===== src/rtl/bram_arbiter_2p_if.sv =====
// Bus bundle between the two-requester BRAM arbiter, its two clients and the RAM macro.
// The slave view belongs to the arbiter; the master view is the clients plus the RAM.
interface bram_arbiter_2p_if #(
   parameter int P_DWIDTH = 32,
   parameter int P_EWIDTH = P_DWIDTH / 8,
   parameter int P_AWIDTH = 11
);
   logic                REQ0;
   logic                REQ1;
   logic [P_EWIDTH-1:0] WE0;
   logic [P_EWIDTH-1:0] WE1;
   logic [P_AWIDTH-1:0] ADDR0;
   logic [P_AWIDTH-1:0] ADDR1;
   logic [P_DWIDTH-1:0] WDATA0;
   logic [P_DWIDTH-1:0] WDATA1;
   logic                ACK0;
   logic                ACK1;
   logic                RVALID0;
   logic                RVALID1;
   logic [P_DWIDTH-1:0] RDATA0;
   logic [P_DWIDTH-1:0] RDATA1;
   logic                INIT_DONE;
   logic                MEM_EN;
   logic [P_EWIDTH-1:0] MEM_WE;
   logic [P_AWIDTH-1:0] MEM_ADDR;
   logic [P_DWIDTH-1:0] MEM_DIN;
   logic [P_DWIDTH-1:0] MEM_DOUT;

   modport slave (
      input  REQ0, REQ1, WE0, WE1, ADDR0, ADDR1, WDATA0, WDATA1, MEM_DOUT,
      output ACK0, ACK1, RVALID0, RVALID1, RDATA0, RDATA1, INIT_DONE,
             MEM_EN, MEM_WE, MEM_ADDR, MEM_DIN
   );

   modport master (
      output REQ0, REQ1, WE0, WE1, ADDR0, ADDR1, WDATA0, WDATA1, MEM_DOUT,
      input  ACK0, ACK1, RVALID0, RVALID1, RDATA0, RDATA1, INIT_DONE,
             MEM_EN, MEM_WE, MEM_ADDR, MEM_DIN
   );
endinterface


===== src/rtl/bram_arbiter_2p.sv =====
// Round-robin arbiter sharing one byte-enabled BRAM port between two requesters,
// with optional zero-fill after reset and fixed-latency read return.
module bram_arbiter_2p #(
   parameter int P_DWIDTH = 32,
   parameter int P_EWIDTH = P_DWIDTH / 8,
   parameter int P_AWIDTH = 11,
   parameter int P_RD_LAT = 1,
   parameter int P_INIT   = 1
) (
   input  logic            CLK,
   input  logic            RST,
   bram_arbiter_2p_if.slave bus
);

   typedef enum logic [0:0] {
      ST_INIT = 1'b0,
      ST_RUN  = 1'b1
   } state_t;

   localparam state_t              ST_RESET = (P_INIT != 0) ? ST_INIT : ST_RUN;
   localparam logic [P_AWIDTH-1:0] CNT_LAST = '1;

   state_t              state_r, state_s;
   logic [P_AWIDTH-1:0] cnt_r, cnt_s;
   logic                last_r, last_s;
   logic [P_RD_LAT:0]   pipe_vld_r, pipe_vld_s;
   logic [P_RD_LAT:0]   pipe_own_r, pipe_own_s;
   logic                mem_en_r, mem_en_s;
   logic [P_EWIDTH-1:0] mem_we_r, mem_we_s;
   logic [P_AWIDTH-1:0] mem_addr_r, mem_addr_s;
   logic [P_DWIDTH-1:0] mem_din_r, mem_din_s;
   logic                ack0_r, ack0_s, ack1_r, ack1_s;
   logic                rvalid0_r, rvalid0_s, rvalid1_r, rvalid1_s;
   logic [P_DWIDTH-1:0] rdata0_r, rdata0_s, rdata1_r, rdata1_s;
   logic                init_done_r, init_done_s;
   logic                elig0_s, elig1_s, grant0_s, grant1_s, push_s;

   // Next-state: init sequencing, round-robin grant, read-return pipeline.
   always_comb begin
      state_s     = state_r;
      cnt_s       = cnt_r;
      last_s      = last_r;
      mem_en_s    = 1'b0;
      mem_we_s    = '0;
      mem_addr_s  = '0;
      mem_din_s   = '0;
      ack0_s      = 1'b0;
      ack1_s      = 1'b0;
      init_done_s = init_done_r;
      grant0_s    = 1'b0;
      grant1_s    = 1'b0;
      // A request whose ACK is showing this cycle is already issued.
      elig0_s     = bus.REQ0 & ~ack0_r;
      elig1_s     = bus.REQ1 & ~ack1_r;
      case (state_r)
         ST_INIT: begin
            mem_en_s   = 1'b1;
            mem_we_s   = '1;
            mem_addr_s = cnt_r;
            cnt_s      = cnt_r + P_AWIDTH'(1);
            if (cnt_r == CNT_LAST) begin
               state_s = ST_RUN;
            end else begin
               state_s = ST_INIT;
            end
         end
         ST_RUN: begin
            init_done_s = 1'b1;
            grant0_s    = elig0_s & (~elig1_s | last_r);
            grant1_s    = elig1_s & ~grant0_s;
            if (grant0_s) begin
               mem_en_s   = 1'b1;
               mem_we_s   = bus.WE0;
               mem_addr_s = bus.ADDR0;
               mem_din_s  = bus.WDATA0;
               ack0_s     = 1'b1;
               last_s     = 1'b0;
            end else if (grant1_s) begin
               mem_en_s   = 1'b1;
               mem_we_s   = bus.WE1;
               mem_addr_s = bus.ADDR1;
               mem_din_s  = bus.WDATA1;
               ack1_s     = 1'b1;
               last_s     = 1'b1;
            end else begin
               mem_en_s = 1'b0;
            end
         end
         default: begin
            state_s = ST_RESET;
         end
      endcase

      push_s     = (grant0_s | grant1_s) & (mem_we_s == '0);
      pipe_vld_s = {pipe_vld_r[P_RD_LAT-1:0], push_s};
      pipe_own_s = {pipe_own_r[P_RD_LAT-1:0], grant1_s};

      // The last stage lines up with MEM_DOUT being valid for that read.
      rvalid0_s = pipe_vld_r[P_RD_LAT] & ~pipe_own_r[P_RD_LAT];
      rvalid1_s = pipe_vld_r[P_RD_LAT] & pipe_own_r[P_RD_LAT];
      if (rvalid0_s) begin
         rdata0_s = bus.MEM_DOUT;
      end else begin
         rdata0_s = rdata0_r;
      end
      if (rvalid1_s) begin
         rdata1_s = bus.MEM_DOUT;
      end else begin
         rdata1_s = rdata1_r;
      end
   end

   // State and output registers.
   always_ff @(posedge CLK or posedge RST) begin
      if (RST) begin
         state_r     <= ST_RESET;
         cnt_r       <= '0;
         last_r      <= 1'b1;
         pipe_vld_r  <= '0;
         pipe_own_r  <= '0;
         mem_en_r    <= 1'b0;
         mem_we_r    <= '0;
         mem_addr_r  <= '0;
         mem_din_r   <= '0;
         ack0_r      <= 1'b0;
         ack1_r      <= 1'b0;
         rvalid0_r   <= 1'b0;
         rvalid1_r   <= 1'b0;
         rdata0_r    <= '0;
         rdata1_r    <= '0;
         init_done_r <= 1'b0;
      end else begin
         state_r     <= state_s;
         cnt_r       <= cnt_s;
         last_r      <= last_s;
         pipe_vld_r  <= pipe_vld_s;
         pipe_own_r  <= pipe_own_s;
         mem_en_r    <= mem_en_s;
         mem_we_r    <= mem_we_s;
         mem_addr_r  <= mem_addr_s;
         mem_din_r   <= mem_din_s;
         ack0_r      <= ack0_s;
         ack1_r      <= ack1_s;
         rvalid0_r   <= rvalid0_s;
         rvalid1_r   <= rvalid1_s;
         rdata0_r    <= rdata0_s;
         rdata1_r    <= rdata1_s;
         init_done_r <= init_done_s;
      end
   end

   assign bus.ACK0      = ack0_r;
   assign bus.ACK1      = ack1_r;
   assign bus.RVALID0   = rvalid0_r;
   assign bus.RVALID1   = rvalid1_r;
   assign bus.RDATA0    = rdata0_r;
   assign bus.RDATA1    = rdata1_r;
   assign bus.INIT_DONE = init_done_r;
   assign bus.MEM_EN    = mem_en_r;
   assign bus.MEM_WE    = mem_we_r;
   assign bus.MEM_ADDR  = mem_addr_r;
   assign bus.MEM_DIN   = mem_din_r;

endmodule


===== src/flat_wrapper.sv =====
// flat-port wrapper written by rule: the top's interface ports become plain ports
module bram_arbiter_2p_flat 
#(
   parameter int P_DWIDTH = 32,
   parameter int P_EWIDTH = P_DWIDTH / 8,
   parameter int P_AWIDTH = 11,
   parameter int P_RD_LAT = 1,
   parameter int P_INIT   = 1
)
  (CLK, RST, bus_REQ0, bus_REQ1, bus_WE0, bus_WE1, bus_ADDR0, bus_ADDR1, bus_WDATA0, bus_WDATA1, bus_MEM_DOUT, bus_ACK0, bus_ACK1, bus_RVALID0, bus_RVALID1, bus_RDATA0, bus_RDATA1, bus_INIT_DONE, bus_MEM_EN, bus_MEM_WE, bus_MEM_ADDR, bus_MEM_DIN);
  bram_arbiter_2p_if #(.P_DWIDTH(P_DWIDTH), .P_EWIDTH(P_EWIDTH), .P_AWIDTH(P_AWIDTH)) bus_i ();
  input  logic CLK;
  input  logic RST;
  input wire logic [$bits(bus_i.REQ0)-1:0] bus_REQ0;
  input wire logic [$bits(bus_i.REQ1)-1:0] bus_REQ1;
  input wire logic [$bits(bus_i.WE0)-1:0] bus_WE0;
  input wire logic [$bits(bus_i.WE1)-1:0] bus_WE1;
  input wire logic [$bits(bus_i.ADDR0)-1:0] bus_ADDR0;
  input wire logic [$bits(bus_i.ADDR1)-1:0] bus_ADDR1;
  input wire logic [$bits(bus_i.WDATA0)-1:0] bus_WDATA0;
  input wire logic [$bits(bus_i.WDATA1)-1:0] bus_WDATA1;
  input wire logic [$bits(bus_i.MEM_DOUT)-1:0] bus_MEM_DOUT;
  output wire logic [$bits(bus_i.ACK0)-1:0] bus_ACK0;
  output wire logic [$bits(bus_i.ACK1)-1:0] bus_ACK1;
  output wire logic [$bits(bus_i.RVALID0)-1:0] bus_RVALID0;
  output wire logic [$bits(bus_i.RVALID1)-1:0] bus_RVALID1;
  output wire logic [$bits(bus_i.RDATA0)-1:0] bus_RDATA0;
  output wire logic [$bits(bus_i.RDATA1)-1:0] bus_RDATA1;
  output wire logic [$bits(bus_i.INIT_DONE)-1:0] bus_INIT_DONE;
  output wire logic [$bits(bus_i.MEM_EN)-1:0] bus_MEM_EN;
  output wire logic [$bits(bus_i.MEM_WE)-1:0] bus_MEM_WE;
  output wire logic [$bits(bus_i.MEM_ADDR)-1:0] bus_MEM_ADDR;
  output wire logic [$bits(bus_i.MEM_DIN)-1:0] bus_MEM_DIN;
  assign bus_i.REQ0 = bus_REQ0;
  assign bus_i.REQ1 = bus_REQ1;
  assign bus_i.WE0 = bus_WE0;
  assign bus_i.WE1 = bus_WE1;
  assign bus_i.ADDR0 = bus_ADDR0;
  assign bus_i.ADDR1 = bus_ADDR1;
  assign bus_i.WDATA0 = bus_WDATA0;
  assign bus_i.WDATA1 = bus_WDATA1;
  assign bus_i.MEM_DOUT = bus_MEM_DOUT;
  assign bus_ACK0 = bus_i.ACK0;
  assign bus_ACK1 = bus_i.ACK1;
  assign bus_RVALID0 = bus_i.RVALID0;
  assign bus_RVALID1 = bus_i.RVALID1;
  assign bus_RDATA0 = bus_i.RDATA0;
  assign bus_RDATA1 = bus_i.RDATA1;
  assign bus_INIT_DONE = bus_i.INIT_DONE;
  assign bus_MEM_EN = bus_i.MEM_EN;
  assign bus_MEM_WE = bus_i.MEM_WE;
  assign bus_MEM_ADDR = bus_i.MEM_ADDR;
  assign bus_MEM_DIN = bus_i.MEM_DIN;
  bram_arbiter_2p #(.P_DWIDTH(P_DWIDTH), .P_EWIDTH(P_EWIDTH), .P_AWIDTH(P_AWIDTH), .P_RD_LAT(P_RD_LAT), .P_INIT(P_INIT)) u_core (.CLK(CLK), .RST(RST), .bus(bus_i));
endmodule

===== config.mk =====
export PLATFORM = sky130hd
export DESIGN_NAME = bram_arbiter_2p_flat
export DESIGN_NICKNAME = d
export VERILOG_FILES = /design/src/rtl/bram_arbiter_2p_if.sv /design/src/rtl/bram_arbiter_2p.sv /design/src/flat_wrapper.sv
export SDC_FILE = /design/constraint.sdc
export NUM_CORES = 1
export LEC_CHECK = 0
export CORE_ASPECT_RATIO = 0.5
export CORE_UTILIZATION = 40
export CTS_CLUSTER_SIZE = 28
export DETAILED_ROUTE_END_ITERATION = 12
export GPL_ROUTABILITY_DRIVEN = 0
export GPL_TIMING_DRIVEN = 0
export PLACE_DENSITY = 0.79
export RECOVER_POWER = 100
export SLEW_MARGIN = 5
export SYNTH_ARGS = -nofsm -noshare
export SYNTH_HDL_FRONTEND = slang
export SYNTH_SLANG_ARGS = --single-unit

===== constraint.sdc =====
create_clock -name CLK -period 8.3 [get_ports CLK]
set_input_delay 2.075 -clock CLK [delete_from_list [all_inputs] [get_ports CLK]]
set_output_delay 2.075 -clock CLK [all_outputs]
set_load 0.02 [all_outputs]

### After elaboration in Yosys (flattened, before gate mapping)

Index checks and enable logic that the tools add are counted.

* add/sub/neg operators: 1
* equality and inequality tests: 1
* multiplexer cells: 22
* bitwise operators: 15
* reductions and logical operators: 3

Operator list (number)
* $mux 32: 3
* $mux 11: 2
* $pmux 11 s2: 1
* $mux 1: 12
* $add 11x1->11 const B: 1
* $eq 11x11->1 const B: 1
* $mux 4: 2
* $pmux 4 s2: 1
* $and 1x1->1: 7
* $not 1->1: 6
* $logic_not 4->1: 1
* $or 1x1->1: 2
* $pmux 1 s2: 1
* $reduce_and 2->1: 1
* $reduce_bool 2->1: 1

* bits in registers: 134
* input port bits: 130
* output and inout bits: 117

### Depth between registers and ports, before layout

Gate-level depths: netlist of run 1.

* depth after elaboration: 12
* depth in mapped cells: 6
* gate-level depth less buffers: 4

### Worst setup path before layout of run 1

Ideal clock, no wire load.

* path kind: input-to-reg
* start: input port bus_REQ0
* end: register u_core.mem_addr_r[7], in the netlist u_core.bus.MEM_ADDR[7]
* arrival: 2.973 ns
* setup slack: 5.200 ns
* cell stages on the path: 5
* buffers on the path: 1
* cells stage by stage: nor2b_1 > o21a_4 > nor3_4 > buf_6 > a221o_2

* cells in the longest elaborated chain, start to end: 7

RTL lines
* start: declaration: RTL line flat_wrapper.sv:14 `input wire logic [$bits(bus_i.REQ0)-1:0] bus_REQ0;`
* $and 1x1->1 (*): RTL line bram_arbiter_2p.sv:53 `elig0_s = bus.REQ0 & ~ack0_r;`
* $and 1x1->1 (*): RTL line bram_arbiter_2p.sv:69 `grant0_s = elig0_s & (~elig1_s | last_r);`
* $not 1->1: RTL line bram_arbiter_2p.sv:70 `grant1_s = elig1_s & ~grant0_s;`
* $and 1x1->1: RTL line bram_arbiter_2p.sv:70
* $mux 11: RTL line bram_arbiter_2p.sv:78 `end else if (grant1_s) begin`
* $mux 11 (*): RTL line bram_arbiter_2p.sv:71 `if (grant0_s) begin`
* $pmux 11 s2 (*): RTL line bram_arbiter_2p.sv:55 `case (state_r)`
* named net u_core.mem_addr_s[7]: RTL line bram_arbiter_2p.sv:30 `logic [P_AWIDTH-1:0] mem_addr_r, mem_addr_s;`
* end signal: assignment: RTL line bram_arbiter_2p.sv:140 `mem_addr_r <= mem_addr_s;`
* end: declaration: RTL line bram_arbiter_2p.sv:30

Mark *: on every way through the listed nets, which the timed path passes. The rest lies on a longest branch.
A chain may end at the register's enable or synchronous reset.

==> out/results.txt, run 1 <==
Synth Flop Type -> dfrtp_1
FFs w/ async S/R, synth -> 100%
Cells after Synth -> 325
r2r setup slk -> 5.72 ns
Hold-fix buffers, CTS -> 0
Buf+Inv Stages, Crit Path -> 2
DRT Pass-1 Iters -> 4
Crit path max-delay family -> buffers and inverters
synth warn -> 0
Highest Signal Layer -> met4
status -> finished, violations left
Hold Crit Depth -> 0
CP Launch Type -> input pin
Die ar. -> 13,100 sq um
setup violators final -> 0
first-pass GRT wire length -> 20,500 um
Yosys cell types -> 32
clock sinks -> 133
cts bufs inserted -> 17
met2 WL -> 7410 um
setup ws final -> 3.66 ns
CORE AREA -> 12,100 sq um
clk slew on worst S/H paths -> 0.05 ns
critical register-to-register path startpoint -> u_core.pipe_own_r[0]
die height -> 81.5 um
post-CTS setup buffers -> 0
DRC Markers -> 0
largest area contributor in the netlist -> dfrtp_1
initial antenna violation count -> 0
Setup CP Type -> in2async
vias per cell -> 4.81
H-tree depth -> 4
Die Wd -> 161 um
Non-Filler Instances -> 769
Total Wirelength -> 13,500 um
violations in the final reports -> max-capacitance violations, max-slew violations
clock root cell -> clkbuf_16
critical path's largest stage delay -> 1.92 ns
syn_nets -> 456
per-cell routed wire length -> 17.5 um
critical path cell sequence -> dlygate4sd3_1, clkinvlp_2
Hold Vio Cnt, Final -> 0
min-delay src -> u_core.pipe_vld_r[0]
row count -> 28
layout cell share with drive strength beyond 1 -> 19.4%
total of max-cap violations -> 1
r2r endpoint -> u_core.bus.MEM_ADDR[6]
CTS max path bufs -> 2
Syn Std Cell Area -> 5060 sq um
FMAX -> 216 MHz
Final ANT Viol Nets -> 0
GRT Total Usage -> 20.6%
CP max stage cell -> clkinvlp_2
nature of the critical path endpoint -> async pin
Final Critical Period -> 4.64 ns
setup TNS -> 0 ns
Worst-Margin Slew -> 3.38 ns
detailed-route via count -> 3,702
dpl ws -> 4.49 ns
WP data required -> 8.24 ns
Post-synth EDFFs -> 0
Final HPWL DP -> 9970 um
DR iter-0 viols -> 138
unrepaired setup endpoints after global routing -> no
worst skew pair latency -> 0.41 ns
crit path DAT -> 4.58 ns
largest net degree at the start of global routing -> 76
Max Slew Vio Count -> 75
#FFs+latches synth -> 133
PD cells -> 189 nW/um^2
Min Hold Slack -> 0.348 ns
fin crit share -> 55.9%
largest cells by area after synthesis -> dfrtp_1, mux2_2, a22o_1
starting density of the core -> 42.0%
Metal-1 WL -> 5340 um
diode count -> 0
Layout Nets -> 722
Post-Route Utilization -> 68.5%
Worst VDD drop -> 0.119 mV
Hold Crit Class -> reg2reg
vias in the first global route -> 3,963
Worst Hold Endpoint -> u_core.pipe_vld_r[1]
I/O Buffers -> 246
fillers -> 882
R2R depth -> 5
TritonCTS clock tree -> built
Overflow after GRT -> 0
Worst Skew -> 0.00853 ns
PostCTS Resize Cnt -> 0
Ports -> 247
sequential element share of the synthesized area -> 65.8%
P_leak -> 3.72 nW
CP max FO -> 75
Rel. slew slack -> -127%
top-area cell type share of the netlist area -> 65.3%
met3 WL -> 524 um
syn avg cell area -> 15.6 sq um
Cells after DPL -> 737
synthesis-to-layout area growth -> 63.2%
[layout make-up]
cell class / instances / area [sq um] / share of cell area, %
plain buffers: 19 / 106 / 1.29
inverters: 4 / 16.3 / 0.197
clock buffers: 22 / 464 / 5.62
multi-input cells: 169 / 1540 / 18.6
flip-flops and latches: 133 / 3330 / 40.3
clock inverters: 10 / 105 / 1.27
well taps: 165 / 206 / 2.50
repair buffers: 247 / 2490 / 30.2
[cells in the mapped netlist (all sizes together), types with 2 or more instances]
library cell and number:
dfrtp 132, mux2 65, a22o 32, buf 15, a221o 14, and3 9, xnor2 7, nand2 6
nor2 5, clkbuf 4, inv 4, nand2b 4, nand4 4, nor2b 4, xor2 3, a22oi 2
and2 2, nand3 2, nand3b 2
[registers in the layout, indices dropped and copies added (netlist names)]
signal / count
u_core.bus.ACK0: 1
u_core.bus.INIT_DONE: 1
u_core.bus.MEM_ADDR: 11
u_core.bus.MEM_DIN: 32
u_core.bus.MEM_EN: 1
u_core.bus.MEM_WE: 4
u_core.bus.RDATA0: 32
u_core.bus.RDATA1: 32
u_core.bus.RVALID0: 1
u_core.bus.RVALID1: 1
u_core.cnt_r: 11
u_core.last_r: 1
u_core.pipe_own_r: 2
u_core.pipe_vld_r: 2
u_core.state_r: 1
[cells in the final DEF (no fill, tap or decap), types with 7 or more instances in the layout]
cell type,Yosys,final
clkdlybuf4s50_1,0,95
a22o_2,8,8
clkbuf_16,0,17
dfrtp_1,132,132
a221o_1,11,11
dlygate4sd3_1,0,151
xnor2_1,7,7
clkbuf_1,4,14
a22o_1,24,24
mux2_2,65,65
and3_1,9,9
[stage by stage]
step | cell area [sq um] | power, W
4_1_cts | 8330 | 0.00159
3_3_place_gp | 7730 | 0.000859
5_1_grt | 8250 | 0.00162
3_5_place_dp | 7760 | 0.000865
6_report | 8250 | 0.00156
2_1_floorplan | 5060 | 0.000747
[how the worst max path moves through the flow]
stage / startpoint / to / slack [ns] / cells past startpoint
floorplan: RST / u_core.bus.ACK0 / 2.67 / 1
global placement: RST / u_core.bus.MEM_ADDR[10] / 0.78 / 2
detailed placement: bus_REQ1 / u_core.bus.MEM_ADDR[6] / 4.49 / 6
CTS: u_core.pipe_own_r[0] / bus_ACK1 / 4.80 / 1
global route: RST / u_core.cnt_r[2] / 3.06 / 2
finish: RST / u_core.bus.MEM_ADDR[1] / 3.66 / 2
[kinds of logic after synthesis]
kind of cell	after synthesis	share of synthesized area (%)
adder cells (fa/ha/maj)	1	0.247
AND/OR/NAND/NOR	41	5.00
flip-flops	133	65.8
AO/OA/AOI/OAI	52	9.52
buffers and inverters	23	3.19
multiplexers	65	14.5
XOR/XNOR	10	1.73
[layer usage]
layer	GRT usage (%)	vias up
met3	3.54	17
met1	24.4	1861
met5	0	-
met4	8.21	0
li1	-	1721
met2	38.2	103
[report_power, final]
group          switching, W  internal [W]
registers        0.00000917      0.000670
logic             0.0000678     0.0000926
clock network      0.000268      0.000455
total              0.000345       0.00122
No activity file was read; power rests on OpenSTA's default activity.
==> run 2: changes to the inputs <==
- clock period: 8.3 -> 4.37 ns (I/O delays scaled with it)
==> run 2 against run 1 <==
  * The flow now finishes without violations
  * Sequential power rose by 90%
  * Highest routed layer unchanged
  * Total power rose by 91%
  * Clock skew increased by 0.00086 ns
  * Largest cell class unchanged
  * Clock power up 91%
  * Critical path depth up 4
  * Non-clock buffer count up 2
==> out/results.txt, run 2 (same netlist as run 1, synthesis figures left out) <==
clock sinks -> 133 (unchanged)
unrepaired setup endpoints after global routing -> no
Comb pwr share -> 10.4% (about the same)
GRT Total Usage -> 21.5% (+0.86 points)
Final HPWL DP -> 10,400 um (+3.9%)
total of max-cap violations -> 0 (-1)
die height -> 81.5 um (unchanged)
TritonCTS clock tree -> built
CP Launch Type -> input pin
crit path DAT -> 3.53 ns (-1.05 ns)
setup TNS -> 0 ns (unchanged)
DRT Pass-1 Iters -> 4 (unchanged)
Final ANT Viol Nets -> 0 (unchanged)
sequential group share of total power -> 43.3% (-0.2 points)
Min Hold Slack -> 0.349 ns (+0.000398 ns)
PostCTS Resize Cnt -> 0 (unchanged)
cell internal pwr -> 0.00230 W (+89%)
Hold-fix buffers, CTS -> 0 (unchanged)
synthesis-to-layout area growth -> 64.6%
post-CTS setup buffers -> 0 (unchanged)
vias per cell -> 4.89 (+1.7%)
clk slew on worst S/H paths -> 0.06 ns (about the same)
clock root cell -> clkbuf_16
I/O Buffers -> 246 (unchanged)
most frequent cells in the layout -> dlygate4sd3_1, dfrtp_1, clkdlybuf4s50_1
fillers -> 883 (+0.11%)
Hold Vio Cnt, Final -> 0 (unchanged)
detailed-route via count -> 3,773 (+1.9%)
Total Wirelength -> 14,000 um (+3.9%)
Overflow after GRT -> 0 (unchanged)
DR iter-0 viols -> 171 (+24%)
CORE AREA -> 12,100 sq um (unchanged)
diode count -> 0 (unchanged)
row count -> 28 (unchanged)
min-delay src -> u_core.pipe_vld_r[0]
DRC Markers -> 0 (unchanged)
Sw Ratio -> 22.8% (+0.76 points)
CP max stage cell -> nor3_1
layout cell share with drive strength beyond 1 -> 20.5% (+1.1 points)
Worst Setup SP -> bus_REQ0
first-pass GRT wire length -> 21,200 um (+3.4%)
Setup CP Type -> in2reg
setup violators final -> 0 (unchanged)
nature of the critical path endpoint -> flop
Sw Pwr -> 0.000681 W (+97%)
vias in the first global route -> 3,919 (-1.1%)
initial antenna violation count -> 0 (unchanged)
Die Wd -> 161 um (unchanged)
Layout Nets -> 724 (+0.28%)
met2 WL -> 7650 um (+3.3%)
status -> complete, no violations
Ports -> 247 (unchanged)
Worst VDD drop -> 0.218 mV (+83%)
largest net degree at the start of global routing -> 41 (-46%)
Worst-Margin Slew -> 1.39 ns (-1.99 ns)
fin crit share -> 73.2%
cts bufs inserted -> 17 (unchanged)
per-cell routed wire length -> 18.2 um (+3.7%)
Hold Crit Class -> reg2reg
Worst Skew -> 0.00939 ns (+0.000857 ns)
Metal-1 WL -> 5530 um (+3.6%)
P_leak -> 3.75 nW (+0.69%)
CTS max path bufs -> 2 (unchanged)
WP data required -> 4.70 ns (-3.54 ns)
Final Critical Period -> 3.20 ns
critical path cell sequence -> dlygate4sd3_1, nor2b_1, o21a_1, nor3_1, buf_6, a22o_1
most common cell after layout, fill and taps aside -> dlygate4sd3_1
CP max FO -> 10 (-87%)
starting density of the core -> 42.0% (unchanged)
Highest Signal Layer -> met4
H-tree depth -> 4 (unchanged)
Rel. slew slack -> 6.63% (+130 points)
Max Slew Vio Count -> 0 (-100%)
worst skew pair latency -> 0.41 ns (about the same)
FMAX -> 312 MHz
critical register-to-register path startpoint -> u_core.pipe_own_r[0]
clock share of power -> 46.3% (about the same)
PD cells -> 358 nW/um^2 (+89%)
Die ar. -> 13,100 sq um (unchanged)
critical path's largest stage delay -> 1.07 ns (-0.85 ns)
met3 WL -> 490 um (-6.5%)
run 2: cell count changes in the layout (fill, tap and decap cells not counted), moves of 2 or more:
cell and delta:
buf_12 +3, buf_2 -2, buf_6 +4, clkbuf_1 -5, clkdlybuf4s50_1 +9, clkinvlp_4 +3, dlygate4sd3_1 -9
run 2: path summary, 6_finish.rpt:
kind                                          endpoint  slack [ns]  cells past startpoint
max in group asynchronous        u_core.bus.MEM_DIN[5]        1.90                      4
worst min register to register    u_core.pipe_vld_r[1]        0.35                      0
min in group asynchronous        u_core.bus.RDATA0[19]        1.44                      2
worst min-delay path              u_core.pipe_vld_r[1]        0.35                      0
worst max-delay path            u_core.bus.MEM_DIN[13]        1.17                      6
worst max register to register  u_core.bus.MEM_DIN[13]        1.95                      5
run 2: per-stage QoR:
step	power [W]	cell area [sq um]	utilization (%)	setup WS (ns)	cells
detailed placement	0.00165	7790	64.6	1.52	739
CTS	0.00302	8370	69.4	1.86	771
floorplan	0.00142	5060	-	1.63	325
finish	0.00298	8330	69.1	1.17	771
global placement	0.00163	7730	64.1	0.434	736
global route	0.00308	8330	69.1	0.992	771
run 2: power by group through the flow:
stage	clock [W]	combinational [W]	sequential [W]
floorplan	0	0.0000602	0.00136
global placement	0	0.000321	0.00131
detailed placement	0	0.000334	0.00131
CTS	0.00139	0.000336	0.00129
global route	0.00146	0.000330	0.00129
finish	0.00138	0.000310	0.00129
run 2: layer usage:
metal / vias to the layer above / GRT usage, %
met2: 111 / 38.7
met5: - / 0
met4: 0 / 9.53
met3: 30 / 4.39
met1: 1907 / 25.5
li1: 1725 / -
run 2: critical path, delay by kind of cell:
| family | cells | cell delay [ns] |
|---|---|---|
| simple gates | 2 | 1.22 |
| buf+inv | 2 | 0.81 |
| compound gates | 2 | 0.40 |
run 2: layout make-up:
| class | instances | area [sq um] | area share [%] |
|---|---|---|---|
| multi-input cells | 169 | 1540 | 18.5 |
| well taps | 165 | 206 | 2.48 |
| flip-flops and latches | 133 | 3330 | 40.0 |
| clock inverters | 14 | 136 | 1.64 |
| plain buffers | 19 | 134 | 1.61 |
| clock buffers | 18 | 439 | 5.27 |
| inverters | 4 | 16.3 | 0.195 |
| repair buffers | 249 | 2520 | 30.3 |
